[src/rtl/mem_arbiter.sv]
`default_nettype none
// ============================================================================
//  Module      : mem_arbiter
//  Description : Responder end of the datapath memory request interface.
//                Arbitrates instruction fetches and data loads/stores onto a
//                single-ported RAM, with absolute data priority, one-cycle
//                completion pulses and a timeout trap for a hung RAM.
//  Revision    : 1.0 - initial release
// ============================================================================
module mem_arbiter #(
    parameter int TIMEOUT = 64
) (
    input  logic        CLK,
    input  logic        RST,
    input  logic        iREN,
    input  logic [31:0] iaddr,
    input  logic        dREN,
    input  logic        dWEN,
    input  logic [31:0] daddr,
    input  logic [31:0] dstore,
    output logic        ihit,
    output logic [31:0] iload,
    output logic        dhit,
    output logic [31:0] dload,
    output logic        ramREN,
    output logic        ramWEN,
    output logic [31:0] ramaddr,
    output logic [31:0] ramstore,
    input  logic [31:0] ramload,
    input  logic [1:0]  ramstate,
    output logic        memerr
);

    typedef enum logic [2:0] {
        IDLE = 3'd0,
        DREQ = 3'd1,
        IREQ = 3'd2,
        DONE = 3'd3,
        ERR  = 3'd4
    } state_t;

    localparam logic [1:0] c_RAM_ACCESS   = 2'd2;
    localparam logic [1:0] c_RAM_ERROR    = 2'd3;
    localparam logic [7:0] c_TIMEOUT_LAST = 8'(TIMEOUT - 1);
    localparam logic [7:0] c_CNT_MAX      = 8'hFF;

    state_t      r_state, w_state;
    logic [7:0]  r_cnt, w_cnt;
    logic        r_ihit, w_ihit;
    logic        r_dhit, w_dhit;
    logic [31:0] r_iload, w_iload;
    logic [31:0] r_dload, w_dload;
    logic        r_ramREN, w_ramREN;
    logic        r_ramWEN, w_ramWEN;
    logic [31:0] r_ramaddr, w_ramaddr;
    logic [31:0] r_ramstore, w_ramstore;
    logic        r_memerr, w_memerr;
    logic        w_req_held;

    // Next-state and next-output logic; every output is computed here and registered below
    always_comb begin
        w_state    = r_state;
        w_cnt      = r_cnt;
        w_ihit     = 1'b0;
        w_dhit     = 1'b0;
        w_iload    = r_iload;
        w_dload    = r_dload;
        w_ramREN   = r_ramREN;
        w_ramWEN   = r_ramWEN;
        w_ramaddr  = r_ramaddr;
        w_ramstore = r_ramstore;
        w_memerr   = r_memerr;
        w_req_held = (r_state == DREQ) ? (dREN | dWEN) : iREN;

        case (r_state)
            IDLE: begin
                if (dREN || dWEN) begin
                    // Store wins when both load and store are requested
                    w_state    = DREQ;
                    w_cnt      = 8'd0;
                    w_ramaddr  = daddr;
                    w_ramstore = dstore;
                    w_ramWEN   = dWEN;
                    w_ramREN   = dREN & ~dWEN;
                end else if (iREN) begin
                    w_state   = IREQ;
                    w_cnt     = 8'd0;
                    w_ramaddr = iaddr;
                    w_ramREN  = 1'b1;
                    w_ramWEN  = 1'b0;
                end
            end

            DREQ, IREQ: begin
                if (ramstate == c_RAM_ACCESS) begin
                    // Completion beats a same-cycle request drop
                    w_state  = DONE;
                    w_ramREN = 1'b0;
                    w_ramWEN = 1'b0;
                    if (r_state == DREQ) begin
                        w_dhit = 1'b1;
                        if (r_ramREN) begin
                            w_dload = ramload;
                        end
                    end else begin
                        w_ihit  = 1'b1;
                        w_iload = ramload;
                    end
                end else if ((ramstate == c_RAM_ERROR) || (r_cnt >= c_TIMEOUT_LAST)) begin
                    w_state  = ERR;
                    w_ramREN = 1'b0;
                    w_ramWEN = 1'b0;
                    w_memerr = 1'b1;
                end else if (!w_req_held) begin
                    w_state  = IDLE;
                    w_ramREN = 1'b0;
                    w_ramWEN = 1'b0;
                end else begin
                    w_cnt = (r_cnt == c_CNT_MAX) ? r_cnt : r_cnt + 8'd1;
                end
            end

            DONE: begin
                // Requester still shows its stale request here, so it is ignored
                w_state = IDLE;
                w_cnt   = 8'd0;
            end

            ERR: begin
                w_ramREN = 1'b0;
                w_ramWEN = 1'b0;
                w_memerr = 1'b1;
            end

            default: begin
                w_state  = IDLE;
                w_ramREN = 1'b0;
                w_ramWEN = 1'b0;
            end
        endcase
    end

    // State and output registers; reset abandons any in-flight access
    always_ff @(posedge CLK) begin
        if (RST) begin
            r_state    <= IDLE;
            r_cnt      <= 8'd0;
            r_ihit     <= 1'b0;
            r_dhit     <= 1'b0;
            r_iload    <= 32'h0;
            r_dload    <= 32'h0;
            r_ramREN   <= 1'b0;
            r_ramWEN   <= 1'b0;
            r_ramaddr  <= 32'h0;
            r_ramstore <= 32'h0;
            r_memerr   <= 1'b0;
        end else begin
            r_state    <= w_state;
            r_cnt      <= w_cnt;
            r_ihit     <= w_ihit;
            r_dhit     <= w_dhit;
            r_iload    <= w_iload;
            r_dload    <= w_dload;
            r_ramREN   <= w_ramREN;
            r_ramWEN   <= w_ramWEN;
            r_ramaddr  <= w_ramaddr;
            r_ramstore <= w_ramstore;
            r_memerr   <= w_memerr;
        end
    end

    assign ihit     = r_ihit;
    assign dhit     = r_dhit;
    assign iload    = r_iload;
    assign dload    = r_dload;
    assign ramREN   = r_ramREN;
    assign ramWEN   = r_ramWEN;
    assign ramaddr  = r_ramaddr;
    assign ramstore = r_ramstore;
    assign memerr   = r_memerr;

endmodule
`default_nettype wire

[config.mk]
export PLATFORM = sky130hd
export DESIGN_NAME = mem_arbiter
export DESIGN_NICKNAME = d
export VERILOG_FILES = /design/src/rtl/mem_arbiter.sv
export SDC_FILE = /design/constraint.sdc
export NUM_CORES = 1
export LEC_CHECK = 0
export ABC_AREA = 0
export CORE_ASPECT_RATIO = 0.6
export CORE_MARGIN = 1.5
export CORE_UTILIZATION = 44
export CTS_BUF_LIST = sky130_fd_sc_hd__clkbuf_4 sky130_fd_sc_hd__clkbuf_8 sky130_fd_sc_hd__clkbuf_16
export DETAILED_ROUTE_END_ITERATION = 8
export HOLD_SLACK_MARGIN = 0.12
export PLACE_DENSITY = 0.92
export SLEW_MARGIN = 10
export SYNTH_ARGS = -nofsm -noshare
export SYNTH_HDL_FRONTEND = slang
export SYNTH_SLANG_ARGS = --single-unit
[constraint.sdc]
create_clock -name CLK -period 2.9 [get_ports CLK]
set_clock_uncertainty 0.05 [all_clocks]
set_input_delay 0.58 -clock CLK [delete_from_list [all_inputs] [get_ports CLK]]
set_output_delay 0.58 -clock CLK [all_outputs]
set_load 0.01 [all_outputs]
==> results by group, run 1 <==
Outcome
  • Run status: complete, no violations

Synthesis
  • Cell with the most instances after synthesis: nand2_1
  • Ys flop type: dfxtp_1
  • Top post-synthesis cells by area: dfxtp_1 (52%), nand2_1 (16%), a21oi_1 (9.1%), a311oi_1 (5.1%), o21ai_0 (3.5%)
  • Post-synthesis register bit count: approximately 140
  • Synth top cells by count: nand2_1 (236), dfxtp_1 (144), a21oi_1 (100)
  • Yosys top cell area share: 0.524
  • Asr flop ratio synth: 0
  • Library cells used by synthesis: 39
  • Syn_nets: roughly 840
  • Yosys top cell by area: dfxtp_1
  • Sequential share of the synthesized area: 0.524
  • Synth warn: 0
  • Number of flops mapped to enable cells by yosys: 0
  • Post-synthesis cell count: approximately 700
  • Syn_area_per_cell: 7.83 sq um
  • Netlist Area Pre-Place: roughly 5500 sq um

STA
  • Worst-Margin Slew: between 0.7 and 0.8 ns
  • Final Cycle Share: 0.780
  • Worst hold slack: 0.403 ns
  • Final hold viol count: 0
  • Fin. max-slew vios: 0
  • Final setup viols: 0
  • Worst slew margin: 0.503
  • RSZ-0062 raised after global routing: no
  • Max Clock Freq: 442 MHz
  • Setup TNS: 0 ns
  • Min Tclk post-route: roughly 2.3 ns

Route
  • Detailed Route Iter0 Violations: around 250
  • TritonRoute pass-1 iters: 5
  • Via-to-Cell Ratio: ~5.2
  • Final WL: approximately 17000 um
  • Residual DRC count: 0
  • Antenna viol nets, final: 0
  • Wire per inst: ~15 um
  • Vias after detailed routing: between 5000 and 6000

Finish
  • N_diodes: 0
  • Nets: between 1000 and 1500
  • Layout Area Growth over Synthesis: 61.3%
  • Non-Filler Instances: approximately 1100
  • Share of cells above drive strength 1: 0.0574
  • Final instance area: 8880 sq um

Die
  • Num rows: 31
  • Core footprint: 12100 sq um
  • DIE AREA: 13200 sq um
  • DIE HEIGHT: 89.6 um
  • Initial Utilization: 0.453
  • Num ports: roughly 270
  • Die Wd: roughly 150 um

Clock network
  • Post_cts resized: 0
  • CTS buffer count: 17
  • Later-pin clock latency in the skew report: 0.41 ns
  • Maximum clock path buffer count: 2
  • Clock Sinks: ~140
  • # H-tree levels: 4
  • Cts hold-fix bufs: 0
  • CTS tree: built
  • Postcts setup bufs: 0
  • Root Driver: clkbuf_16
  • Clock Pin Slew Worst Setup and Hold Paths: ~0.060 ns

Power and ir drop
  • VDD IR max: between 0.3 and 0.4 mV
  • Lkg Pwr: around 0.0031 uW
  • Power density cells: 622 nW/um^2

Job
  • Max cap viols: 0

Worst setup path
  • Crit path max fanout: 8
  • Setup CP Type: reg2reg
  • Data required time of the worst path: 3.19 ns
  • WP data arrival: roughly 2.6 ns
  • R2R setup slack: 0.64 ns
  • Crit. End Element: flip-flop
  • Setup crit start kind: flip-flop

Place
  • Dpl cells: 1092
  • GP Congestion: 0.821
  • Hpwl dp: about 12000 um
  • Area post-placement: roughly 8300 sq um
  • Port Buf Inserts: between 200 and 300

GRT
  • First-pass GRT wire length: approximately 26000 um
  • Largest net degree at the start of global routing: 65
  • Number of global-route vias before repair: between 5000 and 6000
  • All-Layer GR Usage: 0.256
  • GR Overflow Total: 0
  • Initial antenna violation count: 0

Worst hold path
  • Worst Hold Class: reg2reg
## worst max-delay path, stage by stage (launching register included)
cell	delay, ns
dfxtp_1	0.41
ha_1	0.24
nand3_1	0.08
o21ai_0	0.59
a211o_1	0.33
mux2_2	0.36
a21oi_1	0.13
## cells in the final DEF (no fill, tap or decap), types with 2 or more instances in the layout
| cell type | netlist | layout |
|---|---|---|
| or4_1 | 2 | 2 |
| buf_4 | 0 | 15 |
| o21ai_0 | 38 | 38 |
| nand3_1 | 8 | 8 |
| nor2_1 | 45 | 44 |
| inv_6 | 0 | 2 |
| o311ai_0 | 3 | 3 |
| a31oi_1 | 2 | 2 |
| a311oi_1 | 32 | 32 |
| and3_1 | 2 | 2 |
| nor3_1 | 2 | 2 |
| clkinvlp_4 | 0 | 3 |
| inv_8 | 0 | 2 |
| o31ai_1 | 3 | 3 |
| clkinv_4 | 0 | 5 |
| clkdlybuf4s50_1 | 0 | 266 |
| o21bai_1 | 2 | 2 |
| dfxtp_1 | 144 | 144 |
| inv_1 | 2 | 2 |
| nand2_1 | 236 | 236 |
| clkbuf_16 | 0 | 17 |
| nor2b_1 | 4 | 4 |
| a21oi_1 | 100 | 100 |
## flip-flops by register name, summed over array words and instances, names as in the netlist
name      count
ramREN        1
memerr        1
iload        32
r_cnt         8
ramWEN        1
dload        32
ihit          1
dhit          1
ramaddr      32
ramstore     32
r_state       3
## cell type report
type | count | area, sq um
timing repair buffer | 282 | 2800
clock inverter | 15 | 158
fill | 915 | 3260
sequential | 144 | 2880
tap | 165 | 206
inverter | 2 | 7.51
multi-input combinational | 499 | 2400
clock buffer | 17 | 425
## final timing paths
path	startpoint	to	cells past startpoint
max	r_cnt[0]	r_cnt[1]	6
max reg2reg	r_cnt[0]	r_cnt[1]	6
min	ramstore[9]	ramstore[9]	2
min reg2reg	ramstore[9]	ramstore[9]	2
## metal layers
layer | global-route usage | wire, um | share of wire
met2 | 0.444 | 8310 | 0.48
met3 | 0.0833 | 1450 | 0.085
met5 | 0 | 0 | 0
met1 | 0.310 | 7250 | 0.42
met4 | 0.0718 | 183 | 0.011
## cell families after synthesis
logic type | share of synthesized area
compound gates | 0.204
mux | 0.00205
simple gates | 0.224
xor+xnor | 0.00159
fa+ha+maj | 0.00227
flops | 0.524
buf+inv | 0.0427
## power breakdown
group | internal (uW) | total, uW | switching, uW
logic | 605 | 1170 | 565
clock network | 1210 | 2110 | 898
registers | 2150 | 2250 | 99.6
total | 3960 | 5520 | 1560
## per-stage QoR
stage	util	power, uW	setup slack [ns]
after floorplan	-	2820	0.877
after global placement	0.683	3420	0.346
after detailed placement	0.683	3450	0.255
after CTS	0.731	5560	0.660
after global routing	0.731	5780	0.472
final	0.731	5520	0.639
(Power assumes the default switching activity.)
==> run 2, diff against run 1 <==
Settings changed: CORE_UTILIZATION 44 to 41, PLACE_DENSITY 0.92 to 0.87.
Clock period 2.9 ns to 2.2 ns, I/O delays scaled along.
==> run 2 against run 1 <==
Fmax rose by 17%. Count of clock-buffer cells in the layout rose by 1. Global-route usage fell by 1.1 points. Power rose by 34%. Critical endpoint unchanged. First-iteration DRC count rose by 33%. Clock power rose by 33%. Highest routed layer unchanged.
==> results by group, run 2 (synthesis results as in run 1) <==
Outcome
  • Run status: complete, no violations

STA
  • Final Cycle Share: 0.878
  • Final hold viol count: 0
  • Worst hold slack: about 0.4 ns
  • Worst-Margin Slew: around 0.53 ns
  • RSZ-0062 raised after global routing: no
  • Setup WS post-layout: ~0.27 ns
  • Max Clock Freq: around 520 MHz
  • Fin. max-slew vios: 0
  • Worst slew margin: 0.642
  • Final setup viols: 0
  • Min Tclk post-route: between 1.5 and 2 ns

Route
  • TritonRoute pass-1 iters: 4
  • Via-to-Cell Ratio: approximately 5.1
  • Final WL: around 17000 um
  • Antenna viol nets, final: 0
  • Wire per inst: approximately 15 um
  • Residual DRC count: 0
  • Detailed Route Iter0 Violations: ~330
  • Vias after detailed routing: between 5000 and 6000

Clock network
  • Root Driver: clkbuf_16
  • Post_cts resized: 0
  • CTS buffer count: 17
  • Maximum clock path buffer count: 2
  • Later-pin clock latency in the skew report: ~0.4 ns
  • Clock Sinks: ~140
  • Clock Pin Slew Worst Setup and Hold Paths: approximately 0.060 ns
  • CTS tree: built
  • Cts hold-fix bufs: 0
  • # H-tree levels: 4
  • Postcts setup bufs: 0

Die
  • DIE HEIGHT: ~93 um
  • Core footprint: between 10000 and 15000 sq um
  • Die Wd: between 150 and 200 um
  • DIE AREA: between 10000 and 15000 sq um
  • Initial Utilization: 0.424
  • Num rows: 32
  • Num ports: around 270

Worst hold path
  • Worst Hold Class: reg2reg

Place
  • Area post-placement: around 8500 sq um
  • Dpl ws: -0.0874 ns
  • Hpwl dp: approximately 12000 um
  • GP Congestion: about 0.89
  • Port Buf Inserts: around 270

GRT
  • GR Overflow Total: 0
  • All-Layer GR Usage: 0.245
  • First-pass GRT wire length: around 28000 um
  • Largest net degree at the start of global routing: about 100
  • Number of global-route vias before repair: 5529
  • Initial antenna violation count: 0

Finish
  • Layout Area Growth over Synthesis: 64.2%
  • Share of cells above drive strength 1: 0.0651
  • Final Util: 0.696
  • Final instance area: 9030 sq um
  • FILL cells: 1026
  • Nets: ~1100
  • N_diodes: 0
  • Commonest non-fill, non-tap cell in the layout: clkdlybuf4s50_1
  • Commonest non-fill, non-tap cells in the layout: clkdlybuf4s50_1 (266), nand2_1 (236), dfxtp_1 (144)

Worst setup path
  • Crit path buf inv count: 1
  • Crit path max fanout: 7
  • CP Cell Sequence: ha_1 -> nand3_1 -> o21ai_0 -> a211o_1 -> buf_4 -> mux2_2 -> a21oi_1
  • Setup crit start kind: flip-flop
  • Setup CP Type: reg2reg
  • Crit. End Element: flip-flop
  • Max stage delay on crit path: around 0.41 ns
  • CP delay by family, top: compound AO/OA/AOI/OAI gates
  • WP data arrival: between 2 and 2.5 ns
  • Data required time of the worst path: about 2.5 ns
  • Critical-path top delay cell: dfxtp_1

Power and ir drop
  • Power density cells: approximately 820 nW/um^2
  • Lkg Pwr: 0.00320 uW
  • VDD IR max: 0.466 mV

Job
  • Max cap viols: 0
## run 2: cell types whose count changed in the layout (fill, tap and decap cells not counted), moves of 2 or more
cell | before | now
buf_4 | 15 | 17
clkinv_4 | 5 | 3
clkinv_2 | 1 | 3
buf_12 | 1 | 8
inv_8 | 2 | 0
## run 2: final timing paths
check / startpoint / endpoint / slack, ns / cells past startpoint
worst max-delay path: r_cnt[0] / r_cnt[1] / 0.27 / 7
worst min-delay path: dload[8] / dload[8] / 0.40 / 2
worst max register to register: r_cnt[0] / r_cnt[1] / 0.27 / 7
worst min register to register: dload[8] / dload[8] / 0.40 / 2
## run 2: per-stage QoR
| stage | TNS (ns) | cells | total power [uW] |
|---|---|---|---|
| 2_1_floorplan | 0 | 703 | 3710 |
| 4_1_cts | 0 | 1137 | 7450 |
| 3_5_place_dp | -0.129 | 1106 | 4630 |
| 3_3_place_gp | -0.0278 | 1106 | 4600 |
| 6_report | 0 | 1137 | 7390 |
| 5_1_grt | 0 | 1137 | 7740 |
## run 2: worst min-delay path, stage by stage (launching register included)
cell and delay, ns:
dfxtp_1 0.31, nand2_1 0.05, a21oi_1 0.05
## run 2: final cells by class
| class | count | area (sq um) | area share |
|---|---|---|---|
| clock buffers | 18 | 439 | 0.0486 |
| flip-flops and latches | 144 | 2880 | 0.319 |
| multi-input cells | 499 | 2400 | 0.266 |
| inverters | 2 | 7.51 | 0.000831 |
| well taps | 170 | 213 | 0.0235 |
| repair buffers | 291 | 2950 | 0.327 |
| clock inverters | 13 | 140 | 0.0155 |
## run 2: where the power goes
part | internal [uW] | total, uW | switching (uW)
combinational | 867 | 1640 | 769
sequential | 2830 | 2940 | 113
clock | 1690 | 2810 | 1120
total | 5390 | 7390 | 2000
## run 2: per-layer routing
metal  GRT usage  share of wire
met1       0.315           0.44
met5           0              0
met3      0.0735          0.074
met4      0.0705          0.012
met2       0.401           0.47
==> run 3, diff against run 2 <==
Settings changed: PLACE_DENSITY 0.87 to 0.81.
Clock period 2.2 ns to 1.9 ns, I/O delays scaled along.
==> run 3 against run 2 <==
Count of clock-buffer cells in the layout fell by 1. Sequential power increased by 16%. Utilization grew 0.63 points. Critical path type unchanged. Register-to-register slack got worse by 0.20 ns. Setup slack lost 0.20 ns. Critical path depth is 1 lower. Non-clock buffer count increased by 8. Flip-flop and latch count unchanged. Sequential share of layout area decreased by 0.28 points.
==> results by group, run 3 (synthesis results as in run 1) <==
Die
  • Initial Utilization: 0.424
  • Num ports: ~270
  • Core footprint: about 13000 sq um
  • Num rows: 32
  • DIE AREA: ~14000 sq um
  • DIE HEIGHT: around 93 um
  • Die Wd: roughly 150 um

Power and ir drop
  • Power density cells: between 900 and 1000 nW/um^2
  • Lkg Pwr: roughly 0.0033 uW
  • VDD IR max: 0.623 mV

Finish
  • Final Util: 0.703
  • Commonest non-fill, non-tap cell in the layout: clkdlybuf4s50_1
  • Commonest non-fill, non-tap cells in the layout: clkdlybuf4s50_1 (266), nand2_1 (236), dfxtp_1 (144)
  • N_diodes: 0
  • Share of cells above drive strength 1: 0.0749
  • Non-Filler Instances: 1145
  • FILL cells: roughly 1000
  • Seq. cell area: roughly 2900 sq um
  • Footprint of the multi-input gates: between 2000 and 2500 sq um
  • Nets: about 1100
  • Layout Area Growth over Synthesis: 65.7%

Route
  • Detailed Route Iter0 Violations: 318
  • Residual DRC count: 0
  • Antenna viol nets, final: 0
  • TritonRoute pass-1 iters: 5
  • Wire per inst: approximately 15 um
  • Vias after detailed routing: about 5800
  • Final WL: ~17000 um
  • Via-to-Cell Ratio: around 5.1

Clock network
  • CTS buffer count: 17
  • Later-pin clock latency in the skew report: slightly above 0.4 ns
  • Cts hold-fix bufs: 0
  • Root Driver: clkbuf_16
  • CTS tree: built
  • Maximum clock path buffer count: 2
  • Clock Pin Slew Worst Setup and Hold Paths: 0.06 ns
  • # H-tree levels: 4
  • Clock Sinks: between 100 and 150

Place
  • Hpwl dp: 12100 um
  • Dpl cells: about 1100
  • Port Buf Inserts: between 200 and 300
  • GP Congestion: between 0.8 and 0.9

Worst hold path
  • Hold path depth: 3
  • Min-delay src: RST
  • Hold EP: r_cnt[6]
  • Worst Hold Class: in2reg

GRT
  • GR Overflow Total: 0
  • Largest net degree at the start of global routing: ~110
  • All-Layer GR Usage: 0.244
  • Number of global-route vias before repair: approximately 5500
  • Initial antenna violation count: 0
  • First-pass GRT wire length: ~28000 um

STA
  • Min Tclk post-route: approximately 1.8 ns
  • Worst hold slack: around 0.31 ns
  • Max Clock Freq: ~540 MHz
  • Final hold viol count: 0
  • Final setup viols: 0
  • Worst-Margin Slew: 0.497 ns
  • Final Cycle Share: 0.967
  • Fin. max-slew vios: 0
  • RSZ-0062 raised after global routing: yes
  • Worst slew margin: 0.669

Worst setup path
  • R2r startpoint: r_cnt[0]
  • End of the worst register-to-register path: r_cnt[0]
  • Crit path max fanout: 7
  • Data required time of the worst path: 2.19 ns
  • R2R setup slack: 0.06 ns
  • WP data arrival: 2.12 ns
  • Setup crit start kind: flip-flop
  • Worst r2r path cells: 6
  • Setup CP Type: reg2reg
  • Crit. End Element: flip-flop

Job
  • Max cap viols: 0

Outcome
  • Run status: complete, no violations
==> run 3: through the flow <==
stage          setup TNS [ns]  total power (uW)  instance area [sq um]  setup WS, ns
2_1_floorplan               0              4300                   5500        0.0772
3_3_place_gp           -12.50              5340                   8500        -0.216
3_5_place_dp           -12.97              5370                   8500        -0.277
4_1_cts                     0              8820                   9110        0.0112
5_1_grt               -0.0779              9120                   9120       -0.0315
6_report                    0              8740                   9120        0.0633
==> run 3: what timing repair did <==
action                                 4_1_cts  5_1_grt
buffers inserted                             0        0
setup endpoints to repair                    0        8
resized for setup                            0        3
endpoints found under the hold margin        0        0
==> run 3: cell type report <==
cell class	instances	area share
timing repair buffer	299	0.329
sequential	144	0.316
multi-input combinational	499	0.264
clock buffer	17	0.0467
tap	170	0.0233
clock inverter	14	0.0199
inverter	2	0.000823
==> run 3: worst max-delay path by stage <==
stage                            from  slack (ns)           to
after global routing             iREN       -0.03  ramaddr[17]
after global placement    ramstate[1]       -0.22     r_cnt[0]
after floorplan                  dWEN        0.08     r_cnt[0]
after detailed placement         iREN       -0.28  ramaddr[23]
final                        r_cnt[0]        0.06     r_cnt[0]
after CTS                    r_cnt[0]        0.01     r_cnt[1]
==> run 3: routing by layer <==
metal  wire length, um  global-route usage
met2              8040               0.395
met4               170              0.0673
met3              1370              0.0767
met5                 0                   0
met1              7740               0.314
==> run 3: report_power, final <==
part	switching [uW]	internal [uW]	total, uW
clock network	1350	2090	3440
registers	130	3280	3410
logic	896	1000	1900
total	2370	6370	8740
==> run 3: critical path: stages, from the launching register on <==
cell and delay [ns]:
dfxtp_1 0.32, ha_2 0.20, nand3_1 0.11, o21ai_2 0.08, a211o_1 0.37, or4_1 0.50
a31oi_1 0.13
